--- src/rtl/ysyx_25060170_seq.sv ---
// Multi-cycle sequencer for the NPC core: fetch -> exec -> (mem) -> writeback.
// Drives the IFU/LSU handshakes, gates register writeback and PC update to
// once per retired instruction, and flags halt, illegal opcodes and timeouts.
//
// state | meaning
// ------+----------------------------------------------------------
// IDLE  | post-reset settle cycle
// FETCH | ifu_req_o high, waiting for ifu_ack_i (bounded by TIMEOUT)
// EXEC  | decode flags sampled, route to MEM / WB / HALT / ERR
// MEM   | lsu_req_o high, waiting for lsu_ack_i (bounded by TIMEOUT)
// WB    | single-cycle writeback + PC update, instret bump
// HALT  | ebreak retired; absorbing until reset
// ERR   | timeout or illegal instruction; absorbing until reset
// (7)   | unreachable; recovers into ERR with the illegal code
module ysyx_25060170_seq #(
   parameter int ICNT_W  = 32,
   parameter int TIMEOUT = 255
) (
   input  logic              clk,
   input  logic              rst,
   output logic              ifu_req_o,
   input  logic              ifu_ack_i,
   output logic              ir_we_o,
   input  logic              is_load_i,
   input  logic              is_store_i,
   input  logic              is_ebreak_i,
   input  logic              illegal_i,
   output logic              lsu_req_o,
   output logic              lsu_wen_o,
   input  logic              lsu_ack_i,
   output logic              wb_en_o,
   output logic              pc_we_o,
   output logic              halt_o,
   output logic              err_o,
   output logic [1:0]        err_code_o,
   output logic [ICNT_W-1:0] instret_o,
   output logic [2:0]        state_o
);

   localparam int WCNT_W = $clog2(TIMEOUT + 1);
   // Last wait cycle on which an ack is still accepted.
   localparam logic [WCNT_W-1:0] WAIT_LAST = WCNT_W'(TIMEOUT - 1);

   localparam logic [1:0] ERR_NONE    = 2'd0;
   localparam logic [1:0] ERR_FETCH   = 2'd1;
   localparam logic [1:0] ERR_LSU     = 2'd2;
   localparam logic [1:0] ERR_ILLEGAL = 2'd3;

   typedef enum logic [2:0] {
      S_IDLE  = 3'd0,
      S_FETCH = 3'd1,
      S_EXEC  = 3'd2,
      S_MEM   = 3'd3,
      S_WB    = 3'd4,
      S_HALT  = 3'd5,
      S_ERR   = 3'd6,
      S_BAD   = 3'd7
   } state_t;

   state_t              state;
   logic [WCNT_W-1:0]   wait_cnt;
   logic                wen_q;
   logic                halt_q;
   logic                err_q;
   logic [1:0]          err_code_q;
   logic [ICNT_W-1:0]   instret_q;

   // Sequencer state, wait timer, store latch and registered status outputs.
   always_ff @(posedge clk) begin
      if (!rst) begin
         state      <= S_IDLE;
         wait_cnt   <= '0;
         wen_q      <= 1'b0;
         halt_q     <= 1'b0;
         err_q      <= 1'b0;
         err_code_q <= ERR_NONE;
         instret_q  <= '0;
      end else begin
         case (state)
            S_IDLE: begin
               wait_cnt <= '0;
               state    <= S_FETCH;
            end
            S_FETCH: begin
               // An ack on the final allowed cycle still wins over the timeout.
               if (ifu_ack_i) begin
                  state <= S_EXEC;
               end else if (wait_cnt == WAIT_LAST) begin
                  state      <= S_ERR;
                  err_q      <= 1'b1;
                  err_code_q <= ERR_FETCH;
               end else begin
                  wait_cnt <= wait_cnt + WCNT_W'(1);
               end
            end
            S_EXEC: begin
               if (illegal_i || (is_load_i && is_store_i)) begin
                  state      <= S_ERR;
                  err_q      <= 1'b1;
                  err_code_q <= ERR_ILLEGAL;
               end else if (is_ebreak_i) begin
                  state  <= S_HALT;
                  halt_q <= 1'b1;
               end else if (is_load_i || is_store_i) begin
                  state    <= S_MEM;
                  wen_q    <= is_store_i;
                  wait_cnt <= '0;
               end else begin
                  state <= S_WB;
               end
            end
            S_MEM: begin
               if (lsu_ack_i) begin
                  state <= S_WB;
               end else if (wait_cnt == WAIT_LAST) begin
                  state      <= S_ERR;
                  err_q      <= 1'b1;
                  err_code_q <= ERR_LSU;
               end else begin
                  wait_cnt <= wait_cnt + WCNT_W'(1);
               end
            end
            S_WB: begin
               instret_q <= instret_q + ICNT_W'(1);
               wait_cnt  <= '0;
               state     <= S_FETCH;
            end
            S_HALT: state <= S_HALT;
            S_ERR:  state <= S_ERR;
            default: begin
               state      <= S_ERR;
               err_q      <= 1'b1;
               err_code_q <= ERR_ILLEGAL;
            end
         endcase
      end
   end

   // Handshake and strobe outputs decoded from the current state.
   always_comb begin
      ifu_req_o = (state == S_FETCH);
      ir_we_o   = (state == S_FETCH) && ifu_ack_i;
      lsu_req_o = (state == S_MEM);
      lsu_wen_o = (state == S_MEM) && wen_q;
      wb_en_o   = (state == S_WB);
      pc_we_o   = (state == S_WB);
   end

   assign halt_o     = halt_q;
   assign err_o      = err_q;
   assign err_code_o = err_code_q;
   assign instret_o  = instret_q;
   assign state_o    = state;

endmodule

--- config.mk ---
export PLATFORM = sky130hd
export DESIGN_NAME = ysyx_25060170_seq
export DESIGN_NICKNAME = d
export VERILOG_FILES = /design/src/rtl/ysyx_25060170_seq.sv
export SDC_FILE = /design/constraint.sdc
export NUM_CORES = 1
export LEC_CHECK = 0
export CORE_MARGIN = 1
export CORE_UTILIZATION = 30
export DETAILED_ROUTE_END_ITERATION = 12
export DONT_BUFFER_PORTS = 1
export GPL_TIMING_DRIVEN = 0
export HOLD_SLACK_MARGIN = 0.1
export PLACE_DENSITY = 0.47
export SETUP_SLACK_MARGIN = 0.4
export SLEW_MARGIN = 10
export SYNTH_ARGS = -nofsm -noshare
export SYNTH_HDL_FRONTEND = slang
export SYNTH_SLANG_ARGS = --single-unit
--- constraint.sdc ---
create_clock -name clk -period 5 [get_ports clk]
set_clock_uncertainty 0.2 [all_clocks]
set_input_delay 1.5 -clock clk [delete_from_list [all_inputs] [get_ports clk]]
set_output_delay 1.5 -clock clk [all_outputs]
set_load 0.05 [all_outputs]
==> results of run 1 <==
==> power groups by stage <==
stage               clock network, W  registers (W)   logic, W
finish                      0.000286       0.000434   0.000107
global route                0.000312       0.000437   0.000119
CTS                         0.000295       0.000435   0.000108
detailed placement                 0       0.000444   0.000108
global placement                   0       0.000444   0.000109
floorplan                          0       0.000440  0.0000870
==> registers in the layout, summed over array words and instances, names as in the netlist <==
signal,count
instret_o,32
wait_cnt,8
state_o,3
err_code_o,2
err_o,1
halt_o,1
wen_q,1
==> area by class of cell <==
cell class	instances	share of cell area (%)
inverter	11	1.51
tap	102	4.68
sequential	48	35.2
clock inverter	2	1.28
clock buffer	6	2.66
multi-input combinational	217	51.2
buffer	19	3.44
==> cells in the final DEF, fill, tap and decap left out, types with 4 or more instances in the layout <==
master    Yosys  routed
nand3_1      12      12
nor3_1        5       5
xnor2_1       6       6
and3_1        5       5
or4_1        19      19
dfxtp_1      48      48
and4_1        6       6
clkbuf_1     14      15
o21ai_0       9       9
nand4_1      12      12
o21a_1        4       4
nand2_1      23      23
clkbuf_8      0       5
nor2_1       18      18
xor2_1        5       5
o31ai_1      21      21
a21oi_1      28      28
a211oi_1      4       4
inv_1        11      11
==> how the worst max path moves through the flow <==
stage | startpoint | to | slack [ns] | depth (start not counted)
CTS | state_o[2] | wb_en_o | 0.69 | 5
global placement | state_o[2] | wb_en_o | 1.06 | 5
finish | state_o[2] | wb_en_o | 0.74 | 5
floorplan | state_o[2] | wb_en_o | 1.27 | 5
global route | state_o[0] | lsu_wen_o | 0.53 | 4
detailed placement | state_o[2] | wb_en_o | 1.05 | 5
==> per-stage QoR <==
stage                     util [%]  area [um^2]  hold slack, ns
after global routing          34.6         2730           0.288
after CTS                     34.6         2730           0.279
after detailed placement      33.2         2620           0.262
after global placement        33.2         2620           0.251
final                         34.6         2730           0.274
after floorplan                  -         2490           0.235
==> logic make-up after synthesis <==
kind of cell / Yosys count / synth area share, %
and+or+nand+nor: 115 / 26.8
AOI/OAI and AO/OA: 85 / 22.7
DFF: 48 / 38.6
buffers and inverters: 30 / 5.42
xor gates and xnor gates: 11 / 3.87
adders and majority gates: 4 / 1.91
muxes: 2 / 0.804
==> metal layers <==
metal / wire length (um) / track usage, %
met1: 3090 / 20.7
met2: 3150 / 26.2
met3: 395 / 4.55
met4: 56 / 3.85
met5: 0 / 0
==> metrics.csv, run 1 <==
metric,value,unit
globalRouteOverflowTotal,0,
diodes,0,
seqCellArea,961,um^2
critPathKind,flop to output port,
port_buffers,0,
worstSkewPairLatency,0.30,ns
antenna_found_initial,0,
synthToLayoutAreaGrowth,9.44,%
rsz0062_at_grt,false,
yosysUniqueCellTypes,49,
avgViaCountPerCell,5.56,
reg2reg_to,instret_o[27],
die_h,93.1,um
p_int,0.000573,W
yosys.area.top_type,dfxtp_1,
clk_pin_slew_worst_paths,0.10,ns
finalNonFillerCells,405,
critPathBufInv,4,
dpl_worst_slack,1.05,ns
htree_levels,2,
slowest_stage,dfxtp_1,
dpl.hpwl,4730,um
fin_setup_tns,0,ns
fmax,0.235,GHz
timing.final.ws_setup,0.743,ns
cts-resized-gates,0,
whs_endpoint,wait_cnt[7],
fp.dieW,93.1,um
holdPathStages,1,
synthTopCellsByArea,"dfxtp_1 39%, o31ai_1 6.3%, or4_1 5.7%",
drc,0,
hp-start,wait_cnt[7],
p_leak,0.844,nW
setup_viol_count_final,0,
fillers,823,
yosys-top-cells-count,"48 x dfxtp_1, 28 x a21oi_1, 23 x nand2_1",
wl_per_cell,16.5,um
die_area,8670,um^2
path_common_cell,buf_4,
postRouteAntennaNets,0,
cts_inserted_buffers,5,
min_period,4.26,ns
synthArstFlopShare,0,%
grt_pass1_vias,2200,
arrival,2.56,ns
tightest_slew,0.876,ns
core-area,7890,um^2
switching_power,0.000254,W
root_buffer,clkbuf_8,
drt_first_pass_iters,4,
p_per_area,303,nW/um^2
fin_total_pwr,0.000827,W
crit_required,3.30,ns
synth_area,2490,um^2
gp_routability_congestion,0.851,
ys_seq_elements,48,
vias,2251,
period_share,85.1,%
cts_sinks,48,
hold_buffers,0,
final_nets,313,
io_pins,53,
slew_violations,0,
gr-usage-all-layers,16.0,%
hp-class,flop to flop,
startpoint_type,flop,
regToRegSetupSlack,1.59,ns
synthCells,295,
p_clk_share,34.6,%
sw_frac_of_total,30.7,%
ys_seq_area_share,38.6,%
p_seq_share,52.5,%
irDropWorstVdd,0.137,mV
synth_flop_cell,dfxtp_1,
critPathMaxFanout,10,
run_status,finished clean,
timing.rr.start,state_o[2],
cts_buffer_depth,2,
grt_pass1_wl,11000,um
rows,32,
reg2reg_depth,8,
drive_gt1_share,5.28,%
ys_warn_count,0,
dpl.cell_count,397,
slowest_delay,0.66,ns
power_frac_comb,12.9,%
synth_enable_flop_cells,0,
routed_wl,6680,um
worstSetupEndpointType,output port,
synth_nets,306,
cts_tree,built,
cap_violations,0,
syn_area_per_cell,8.44,um^2
initial_core_util,31.6,%
multi_input_area,1400,um^2
grt_max_degree,15,
crit_chain,"buf_4, or3b_1, clkbuf_1, inv_1, buf_4",
synthDominantCellAreaShare,38.6,%
post_cts_buffers,0,
synth_most_common_cell,dfxtp_1,
drt_iter0_markers,67,
slew_headroom,41.4,%
crit_family,buffers and inverters,
hold_viol_final,0,
Power figures use the tool's default switching activity.
==> run 2, diff against run 1 <==
PLACE_DENSITY = 0.45   (was 0.47)
REMOVE_ABC_BUFFERS = 1   (was default)
==> metrics.csv, run 2 (synthesized netlist as in run 1, its figures left out) <==
metric,value,unit,change
drt_iter0_markers,67,,unchanged
irDropWorstVdd,0.145,mV,+5.8%
largest_reg_flops,32,,unchanged
worstSkewPairLatency,0.31,ns,about the same
antenna_found_initial,0,,unchanged
fp.dieW,93.1,um,unchanged
die_h,93.1,um,unchanged
core-area,7890,um^2,unchanged
startpoint_type,flop,,
fin_util,33.2,%,-1.3 points
slowest_delay,0.83,ns,+0.17 ns
initial_core_util,31.6,%,unchanged
placedInstanceArea,2520,um^2,-3.6%
avgViaCountPerCell,5.67,,+2.0%
setup_viol_count_final,0,,unchanged
fillers,810,,-1.6%
hp-class,flop to flop,,
grt_pass1_vias,1952,,-11%
gr-usage-all-layers,14.4,%,-1.6 points
run_status,finished clean,,
crit_family,flip-flops,,
gp_routability_congestion,0.774,,-9.1%
die_area,8670,um^2,unchanged
dpl.cell_count,378,,-4.8%
cts_buffer_depth,2,,unchanged
critPathBufInv,1,,-3
min_period,4.10,ns,-0.153 ns
port_buffers,0,,unchanged
drc,0,,unchanged
dpl.hpwl,4070,um,-14%
crit_required,3.30,ns,about the same
grt_pass1_wl,9900,um,-10%
slowest_stage,dfxtp_1,,
hold_viol_final,0,,unchanged
arrival,2.40,ns,-0.16 ns
diodes,0,,unchanged
cts_inserted_buffers,5,,unchanged
slew_violations,0,,unchanged
final_common_cell,dfxtp_1,,
htree_levels,2,,unchanged
post_cts_buffers,0,,unchanged
root_buffer,clkbuf_8,,
critPathMaxFanout,11,,+1
routed_wl,6120,um,-8.5%
synthToLayoutAreaGrowth,5.27,%,
wl_per_cell,15.8,um,-4.0%
tightest_slew,0.969,ns,+0.0927 ns
fin_area,2620,um^2,-3.8%
mostFrequentLayoutCells,"48 x dfxtp_1, 28 x a21oi_1, 23 x nand2_1, 21 x o31ai_1, 19 x or4_1",,
fin_setup_tns,0,ns,unchanged
rows,32,,unchanged
cts_sinks,48,,unchanged
globalRouteOverflowTotal,0,,unchanged
drive_gt1_share,4.93,%,-0.35 points
io_pins,53,,unchanged
cts-resized-gates,0,,unchanged
hold_buffers,0,,unchanged
vias,2188,,-2.8%
clk_pin_slew_worst_paths,0.09,ns,about the same
p_per_area,299,nW/um^2,-1.5%
postRouteAntennaNets,0,,unchanged
p_leak,0.791,nW,-6.3%
cts_tree,built,,
critPathKind,flop to output port,,
rsz0062_at_grt,false,,
period_share,82.1,%,-3.1 points
slew_headroom,35.3,%,-6.0 points
crit_chain,"or3b_1, inv_1",,
timing.hold.ws,0.276,ns,+0.00195 ns
drt_first_pass_iters,4,,unchanged
grt_max_degree,42,,+27
cap_violations,0,,unchanged
finalNonFillerCells,386,,-4.7%
fmax,0.244,GHz,+3.7%
final_nets,294,,-6.1%
worstSetupEndpointType,output port,,
## run 2: cell count changes in the layout (fill, tap and decap cells not counted), moves of 2 or more
cell and delta:
clkbuf_1 -15, clkinvlp_4 +2, buf_4 -2, buf_6 -2
## run 2: layout make-up
type / instances / area (um^2) / area share (%)
multi-input combinational: 217 / 1400 / 53.2
sequential: 48 / 961 / 36.6
tap: 102 / 128 / 4.87
clock buffer: 6 / 82.6 / 3.15
inverter: 11 / 41.3 / 1.57
clock inverter: 2 / 15.0 / 0.573
## run 2: per-layer routing
layer	up-vias	share of wire, %	GRT usage [%]	wire (um)
met5	-	0	0	0
met4	0	0.90	4.49	55
met3	4	6.3	4.07	384
met2	61	41	21.0	2500
met1	1022	52	20.4	3170
li1	1101	-	-	-
## run 2: path summary, 6_finish.rpt
check	start	end	slack [ns]	cells past startpoint
worst min register to register	wen_q	wen_q	0.28	2
worst max register to register	state_o[2]	instret_o[31]	1.17	5
worst min-delay path	wen_q	wen_q	0.28	2
worst max-delay path	state_o[2]	pc_we_o	0.90	2
## run 2: report_power, final
group	internal (W)	switching, W	total (W)
registers	0.000392	0.0000493	0.000442
clock network	0.000112	0.000138	0.000250
logic	0.0000274	0.0000647	0.0000921
total	0.000532	0.000252	0.000784
## run 2: stage by stage
stage               power (W)  setup slack, ns
detailed placement   0.000543             1.15
global placement     0.000543             1.16
floorplan            0.000520             1.36
CTS                  0.000800            0.859
global route         0.000823            0.769
finish               0.000784            0.895
## run 2: worst min-delay path: stages, from the launching register on
cell     delay [ns]
dfxtp_1        0.32
o31ai_1        0.06
a21oi_1        0.06
==> run 3, diff against run 2 <==
clock period = 3.8 ns   (was 5 ns; I/O delays follow)
==> metrics.csv, run 3 (synthesized netlist as in run 1, its figures left out) <==
metric,value,unit,change
p_per_area,393,nW/um^2,+31%
cts_buffer_depth,2,,unchanged
p_seq_share,56.4,%,about the same
cts_inserted_buffers,5,,unchanged
timing.rr.start,state_o[2],,
mostFrequentLayoutCells,"45 x dfxtp_1, 28 x a21oi_1, 23 x nand2_1, 21 x o31ai_1, 19 x or4_1",,
drive_gt1_share,6.69,%,+1.8 points
reg2reg_to,instret_o[31],,
grt_pass1_vias,1954,,+0.10%
cts_tree,built,,
holdPathStages,2,,unchanged
p_int,0.000702,W,+32%
finalNonFillerCells,386,,unchanged
drt_first_pass_iters,4,,unchanged
io_pins,53,,unchanged
hp-class,flop to flop,,
vias,2199,,+0.50%
arrival,1.93,ns,-0.47 ns
min_period,3.27,ns,
avgViaCountPerCell,5.70,,+0.50%
switching_power,0.000332,W,+32%
fp.dieW,93.1,um,unchanged
hp-start,wen_q,,
hold_viol_final,0,,unchanged
slew_violations,0,,unchanged
regToRegSetupSlack,0.62,ns,-0.55 ns
period_share,86.1,%,
setup_viol_count_final,0,,unchanged
htree_levels,2,,unchanged
critPathBufInv,0,,-1
rsz0062_at_grt,false,,
irDropWorstVdd,0.191,mV,+32%
startpoint_type,flop,,
grt_pass1_wl,9900,um,unchanged
antenna_found_initial,0,,unchanged
hold_buffers,0,,unchanged
cts_sinks,48,,unchanged
dpl.hpwl,4070,um,unchanged
whs_endpoint,wen_q,,
fmax,0.306,GHz,
rows,32,,unchanged
critPathMaxFanout,12,,+1
sw_frac_of_total,32.1,%,about the same
p_clk_share,31.8,%,about the same
worstSetupEndpointType,output port,,
largest_reg_flops,32,,unchanged
fillers,807,,-0.37%
tightest_slew,0.877,ns,-0.0925 ns
slowest_delay,0.60,ns,-0.23 ns
gp_routability_congestion,0.774,,unchanged
final_common_cell,dfxtp_1,,
crit_required,2.46,ns,-0.84 ns
reg2reg_depth,5,,unchanged
port_buffers,0,,unchanged
die_h,93.1,um,unchanged
slew_headroom,41.3,%,+6.0 points
fin_total_pwr,0.00103,W,+32%
synthToLayoutAreaGrowth,5.68,%,
wl_per_cell,15.8,um,-0.11%
worstSkewPairLatency,0.31,ns,about the same
globalRouteOverflowTotal,0,,unchanged
drt_iter0_markers,64,,-4.5%
crit_family,simple AND/OR/NAND/NOR gates,,
routed_wl,6110,um,-0.11%
postRouteAntennaNets,0,,unchanged
run_status,finished clean,,
die_area,8670,um^2,unchanged
slowest_stage,dfxtp_2,,
gr-usage-all-layers,14.4,%,unchanged
cap_violations,0,,unchanged
diodes,0,,unchanged
crit_chain,"nor2b_2, and3_1",,
power_frac_comb,11.8,%,about the same
critPathKind,flop to output port,,
initial_core_util,31.6,%,unchanged
root_buffer,clkbuf_8,,
grt_max_degree,42,,unchanged
clk_pin_slew_worst_paths,0.08,ns,about the same
fin_util,33.4,%,+0.13 points
drc,0,,unchanged
core-area,7890,um^2,unchanged
critPathLaunch,state_o[0],,
p_leak,0.783,nW,-0.98%
final_nets,294,,unchanged
dpl.cell_count,378,,unchanged
-- run 3: cell count changes in the layout (fill, tap and decap cells not counted) --
cell	change
clkinvlp_4	+1
dfxtp_1	-3
nor2b_1	-1
dfxtp_2	+3
nor2b_2	+1
inv_1	-1
-- run 3: worst min-delay path, cell delays in order, from the launching register on --
cell and delay, ns:
dfxtp_1 0.32, o31ai_1 0.06, a21oi_1 0.06
-- run 3: power by group through the flow --
stage	sequential [W]	combinational [W]	clock, W
after global routing	0.000586	0.000135	0.000365
after global placement	0.000593	0.000122	0
after detailed placement	0.000593	0.000122	0
final	0.000582	0.000122	0.000329
after CTS	0.000583	0.000123	0.000349
after floorplan	0.000586	0.0000990	0
-- run 3: layer usage --
metal	share of wire (%)	wire (um)	up-vias	global-route usage, %
met5	0	0	-	0
met4	0.90	55	0	4.49
met3	6.1	372	4	4.07
met2	42	2550	60	21.0
met1	51	3130	1037	20.4
li1	-	-	1098	-
-- run 3: stage by stage --
stage | TNS [ns] | setup slack, ns | instance area, um^2 | hold WS [ns]
final | 0 | 0.528 | 2630 | 0.276
after global routing | 0 | 0.435 | 2630 | 0.305
after CTS | 0 | 0.513 | 2630 | 0.281
after detailed placement | -0.0461 | -0.0456 | 2520 | 0.265
after global placement | -0.0398 | -0.0398 | 2520 | 0.266
after floorplan | 0 | 0.434 | 2400 | 0.235
-- run 3: timing repair --
action | in CTS | in global routing
setup endpoints to repair | 15 | 0
resized for setup | 5 | 0
buffers inserted | 0 | 0
-- run 3: area by class of cell --
type / instances / area (um^2) / share of cell area, %
clock buffers: 6 / 82.6 / 3.14
multi-input cells: 217 / 1400 / 53.1
well taps: 102 / 128 / 4.85
inverters: 11 / 45.0 / 1.71
clock inverters: 2 / 15.0 / 0.570
flip-flops and latches: 48 / 965 / 36.6
-- run 3: how the worst max path moves through the flow --
stage                    end  depth (start not counted)
2_1_floorplan  instret_o[31]                          5
3_3_place_gp   instret_o[31]                          5
3_5_place_dp   instret_o[31]                          5
4_1_cts            lsu_wen_o                          2
5_1_grt            lsu_wen_o                          2
6_report             ir_we_o                          2
